## src/rtl/bennett_op_sequencer.sv

```systemverilog
// rtl/bennett_op_sequencer.sv - operand sequencer between the Bennett clock generator and the adiabatic adder
// Holds one add operation on the adder for a full Bennett cycle and buffers results in a 2-entry FIFO.
module bennett_op_sequencer #(
  parameter int WIDTH  = 11,
  parameter int DATA_W = 8
) (
  input  logic              clk,
  input  logic              reset,
  input  logic              inst_flag,
  input  logic [WIDTH-1:0]  clkp,
  input  logic [WIDTH-1:0]  clkn,
  input  logic              op_valid,
  output logic              op_ready,
  input  logic [DATA_W-1:0] op_a,
  input  logic [DATA_W-1:0] op_b,
  input  logic              op_cin,
  output logic [DATA_W-1:0] alu_a,
  output logic [DATA_W-1:0] alu_b,
  output logic              alu_cin,
  input  logic [DATA_W-1:0] alu_sum,
  input  logic              alu_cout,
  output logic              res_valid,
  input  logic              res_ready,
  output logic [DATA_W-1:0] res_sum,
  output logic              res_cout,
  output logic              busy,
  output logic              err_phase
);

  typedef enum logic [1:0] {IDLE, WAIT_START, EVAL, HOLD} state_t;

  state_t state, state_next;

  logic              full;
  logic              accept;
  logic              push;
  logic              pop;
  logic              err_set;
  logic [DATA_W:0]   fifo_mem [2];
  logic              wr_ptr;
  logic              rd_ptr;
  logic [1:0]        count;

  // Case equality so that a floating (X) rail never counts as asserted.
  assign full = (clkp === {WIDTH{1'b1}}) && (clkn === {WIDTH{1'b0}});

  assign op_ready  = (state == IDLE) && (count < 2'd2);
  assign accept    = op_valid && op_ready;
  assign res_valid = (count != 2'd0);
  assign pop       = res_valid && res_ready;
  assign res_sum   = res_valid ? fifo_mem[rd_ptr][DATA_W-1:0] : '0;
  assign res_cout  = res_valid ? fifo_mem[rd_ptr][DATA_W] : 1'b0;

  always_comb begin
    state_next = state;
    push       = 1'b0;
    err_set    = 1'b0;
    case (state)
      IDLE:       if (accept) state_next = WAIT_START;
      WAIT_START: if (inst_flag) state_next = EVAL;
      EVAL: begin
        if (full) begin
          push       = 1'b1;
          state_next = HOLD;
        end else if (inst_flag) begin
          err_set = 1'b1;
        end
      end
      HOLD:       if (inst_flag) state_next = IDLE;
      default:    state_next = IDLE;
    endcase
  end

  always_ff @(posedge clk or posedge reset) begin
    if (reset) begin
      state     <= IDLE;
      busy      <= 1'b0;
      err_phase <= 1'b0;
      alu_a     <= '0;
      alu_b     <= '0;
      alu_cin   <= 1'b0;
    end else begin
      state <= state_next;
      busy  <= (state_next != IDLE);
      if (err_set) err_phase <= 1'b1;
      if (accept) begin
        alu_a   <= op_a;
        alu_b   <= op_b;
        alu_cin <= op_cin;
      end else if (state == HOLD && inst_flag) begin
        alu_a   <= '0;
        alu_b   <= '0;
        alu_cin <= 1'b0;
      end
    end
  end

  always_ff @(posedge clk or posedge reset) begin
    if (reset) begin
      fifo_mem[0] <= '0;
      fifo_mem[1] <= '0;
      wr_ptr      <= 1'b0;
      rd_ptr      <= 1'b0;
      count       <= 2'd0;
    end else begin
      if (push) begin
        fifo_mem[wr_ptr] <= {alu_cout, alu_sum};
        wr_ptr           <= ~wr_ptr;
      end
      if (pop) rd_ptr <= ~rd_ptr;
      case ({push, pop})
        2'b10:   count <= count + 2'd1;
        2'b01:   count <= count - 2'd1;
        default: count <= count;
      endcase
    end
  end

endmodule
```

## config.mk

```make
export PLATFORM = sky130hd
export DESIGN_NAME = bennett_op_sequencer
export DESIGN_NICKNAME = d
export VERILOG_FILES = /design/src/rtl/bennett_op_sequencer.sv
export SDC_FILE = /design/constraint.sdc
export NUM_CORES = 1
export LEC_CHECK = 0
export CORE_MARGIN = 3
export CORE_UTILIZATION = 39
export CTS_BUF_LIST = sky130_fd_sc_hd__clkbuf_2 sky130_fd_sc_hd__clkbuf_4 sky130_fd_sc_hd__clkbuf_8
export DETAILED_ROUTE_END_ITERATION = 8
export PLACE_DENSITY = 0.77
export SYNTH_ARGS = -nofsm -noshare
export SYNTH_HDL_FRONTEND = slang
export SYNTH_SLANG_ARGS = --single-unit
```

## constraint.sdc

```tcl
create_clock -name clk -period 1.49 [get_ports clk]
set_input_delay 0.447 -clock clk [delete_from_list [all_inputs] [get_ports clk]]
set_output_delay 0.447 -clock clk [all_outputs]
set_load 0.1 [all_outputs]
```

==> reports/qor.csv <==
stage;metric;value;unit
run_status;run status;complete, but fails checks;
run_status;failing checks;setup timing;
pwr;leakage dissipation;1.69;nW
die;overall die height;75.5;um
synthesis;Synth Warn #;0;
finish;post-layout instance area;3770;um^2
finish;area of combinational cells with multiple inputs;1060;um^2
placed_design;gpl congestion;0.724;
synthesis;Yosys top cell by area;sky130_fd_sc_hd__dfrtp_1;
synthesis;primary flip-flop cell chosen by synthesis mapping;sky130_fd_sc_hd__dfrtp_1;
finish;share of final-layout standard cells stronger than drive strength 1;51.8;%
synthesis;multiplexer fraction of the synthesized cell area;17.3;%
pwr;power per standard cell area;2010;nW/um^2
die;number of core rows;24;
critical_path;worst setup path category;input pin to flip-flop;
timing;transition time of the tightest slew-check pin;403;ps
global_routing;GRT overflow;0;
placed_design;Area after DPL;3370;um^2
die;starting utilization of the core area;41.9;%
routing;DRC;0;
synthesis;main combinational cell family by area after synthesis;multiplexers;
critical_path;Worst Setup Start Kind;input pin;
routing;vias after detailed routing;1616;
placed_design;half-perimeter wire length after placement;4.01;mm
routing;Post-Route WL;6.10;mm
synthesis;share of Yosys cell area claimed by the top area cell type;57.1;%
synthesis;count of distinct cell types in the synthesized netlist;30;
clock_network;insertion delay of the later-clocked pin in the worst-skew pair;300;ps
routing;Routed Antenna Nets;0;
synthesis;post-synth net total;193;
finish;Area growth syn-to-layout;99.9;%
timing;worst path setup slack after routing;-504;ps
finish;antenna diode count;0;
critical_path;Arrival @ worst endpoint;2180;ps
synthesis;post-synthesis xor/xnor area fraction;2.79;%
synthesis;cell with the most instances after synthesis;sky130_fd_sc_hd__dfrtp_1;
timing;max-slew violations;0;
clock_network;clock input transition at the sequential cells of the worst setup and hold paths;80;ps
die;Placeable Area;4500;um^2
placed_design;Buffers on Ports;82;
finish;Final nets;306;
flow_run;max_cap viols;0;
routing;drt via density;5.30;
synthesis;top post-synthesis cells by count;sky130_fd_sc_hd__dfrtp_1, sky130_fd_sc_hd__a22o_1, sky130_fd_sc_hd__nor2_1;
synthesis;Avg Synthesized Cell Area;13.6;um^2
timing;relative max-transition margin;73.1;%
finish;register area;1080;um^2
clock_network;number of buffers created by CTS;5;
timing;final critical-path required period;1990;ps
synthesis;adder-cell share of the synthesized area;0.664;%
routing;number of iterations in the first detailed-routing pass;4;
global_routing;overall routing resource usage;23.9;%
critical_path;type of element capturing the critical path;flip-flop;
synthesis;synth top area cells;sky130_fd_sc_hd__dfrtp_1, sky130_fd_sc_hd__a22o_1, sky130_fd_sc_hd__mux2_4, sky130_fd_sc_hd__mux2_2, sky130_fd_sc_hd__mux2i_1;
clock_network;clock root cell;sky130_fd_sc_hd__clkbuf_8;
synthesis;FF+latch count, synth;43;
synthesis;number of flops mapped to enable cells by yosys;0;
timing;Fin Clk Skew;7.84;ps
clock_network;depth of the CTS H-tree;2;
global_routing;global-route wire length before repair;9.67;mm
synthesis;sequential-to-total area share from yosys stat;57.1;%
global_routing;initial antenna violation count;0;
synthesis;fraction of the mapped netlist area in simple logic gates;10.9;%
synthesis;post-synthesis compound-gate area fraction;8.89;%
die;overall die width;75.5;um
placed_design;worst slack at placement;-1180;ps
timing;number of setup violations in the final report;34;
clock_network;number of sinks driven by the clock tree;43;
clock_network;CTS tree;built;
synthesis;Post-Syn Area;1890;um^2
routing;Wirelength per Cell;20.0;um
die;die area;5700;um^2
routing;number of violations reported at the end of detailed-routing iteration 0;40;
global_routing;via count of the first global-routing pass;1893;
synthesis;share of flip-flops with an asynchronous set or reset after synthesis;100;%
global_routing;largest net degree at the start of global routing;44;
worst_hold_path;hold crit path type;input pin to async pin;
clock_network;Max Root-Sink Buffers;2;
finish;Finished Core Util;83.7;%
clock_network;number of hold buffers added after cts;0;
synthesis;Post-Syn Instances;139;
timing;unrepaired setup endpoints after global routing;true;
timing;Fmax achieved;501;MHz
finish;Fillers;212;
timing;Hold WS;500;ps
timing;final hold violations;0;
pwr;overall power of the completed layout;7.59;mW
critical_path;worst path required time;1680;ps
timing;post-route clock period utilization;134;%
critical_path;largest fanout on the critical path;5;
pwr;worst supply voltage drop on vdd;1970;uV
die;total I/O pin count;83;
-- worst paths after layout --
| path | startpoint | end | slack (ps) | cells after the start |
|---|---|---|---|---|
| max | clkn[10] | fifo_mem[9] | -500 | 7 |
| min | reset | fifo_mem[3] | 500 | 3 |
| max reg2reg | state[1] | fifo_mem[9] | -210 | 4 |
| min reg2reg | alu_a[2] | alu_a[2] | 570 | 1 |
| max in group asynchronous | reset | count[1] | 780 | 3 |
| min in group clk | alu_a[2] | alu_a[2] | 570 | 1 |
-- through the flow --
stage               TNS [ps]  cells
finish                -12490    305
global placement      -32970    287
detailed placement    -35820    287
floorplan             -24270    139
global route          -14600    305
CTS                   -12640    305
-- repair_timing --
item / 4_1_cts / 5_1_grt
setup buffers: 9 / 3
endpoints found under the hold margin: 0 / 0
pin swaps: 17 / 6
endpoints found under the setup margin: 51 / 35
cloned: 2 / 0
gates resized for setup: 65 / 13
-- routing by layer --
metal | wire, um | vias to the layer above | GRT usage, %
met4 | 250 | 0 | 14.2
met1 | 2110 | 799 | 25.1
met5 | 0 | - | 0
met2 | 3310 | 68 | 41.8
li1 | - | 732 | -
met3 | 431 | 17 | 7.52
-- sequential cells by signal, summed over array words and instances, names as in the netlist, 2 cells and up --
register and count:
count 2, fifo_mem 18, state 2, alu_a 8
alu_b 8
-- power breakdown --
part	leakage (nW)	internal, mW	switching (mW)	total (mW)
sequential	0.562	1.45	0.335	1.79
combinational	1.06	1.99	2.71	4.71
clock	0.0688	0.688	0.408	1.10
total	1.69	4.13	3.46	7.59
-- final cells by class --
class | count | area share (%)
repair buffers | 112 | 37.5
flip-flops and latches | 43 | 28.6
multi-input cells | 87 | 28.2
clock buffers | 6 | 2.03
well taps | 52 | 1.73
clock inverters | 2 | 1.59
inverters | 3 | 0.398
-- critical path: stages --
cell                       delay [ps]
sky130_fd_sc_hd__clkbuf_2          80
sky130_fd_sc_hd__or4b_4           540
sky130_fd_sc_hd__nor4_4           230
sky130_fd_sc_hd__buf_4            160
sky130_fd_sc_hd__and4b_2          270
sky130_fd_sc_hd__buf_8            150
sky130_fd_sc_hd__mux2_4           300
-- layout by cell type (no fill, tap or decap), types with 2 or more instances in the layout --
| master | count |
|---|---|
| sky130_fd_sc_hd__mux2_4 | 10 |
| sky130_fd_sc_hd__a22o_1 | 17 |
| sky130_fd_sc_hd__clkbuf_8 | 5 |
| sky130_fd_sc_hd__or4b_4 | 2 |
| sky130_fd_sc_hd__buf_2 | 3 |
| sky130_fd_sc_hd__nor2_4 | 10 |
| sky130_fd_sc_hd__xor2_1 | 2 |
| sky130_fd_sc_hd__xnor2_1 | 2 |
| sky130_fd_sc_hd__mux2_2 | 8 |
| sky130_fd_sc_hd__nand2_1 | 2 |
| sky130_fd_sc_hd__buf_4 | 15 |
| sky130_fd_sc_hd__clkbuf_2 | 3 |
| sky130_fd_sc_hd__buf_12 | 35 |
| sky130_fd_sc_hd__bufinv_16 | 2 |
| sky130_fd_sc_hd__dfrtp_1 | 42 |
| sky130_fd_sc_hd__nand2_2 | 2 |
| sky130_fd_sc_hd__mux2i_4 | 9 |
| sky130_fd_sc_hd__clkdlybuf4s50_1 | 36 |
| sky130_fd_sc_hd__dlygate4sd2_1 | 8 |
| sky130_fd_sc_hd__nor2b_1 | 2 |
| sky130_fd_sc_hd__buf_6 | 10 |
| sky130_fd_sc_hd__nand4_4 | 2 |
-- cells by family after synthesis --
group	Yosys count
multiplexers	27
flip-flops	43
buffers and inverters	10
AND/OR/NAND/NOR	32
XOR/XNOR	6
adder cells (fa/ha/maj)	1
AO/OA/AOI/OAI	20
(Power assumes the default switching activity.)
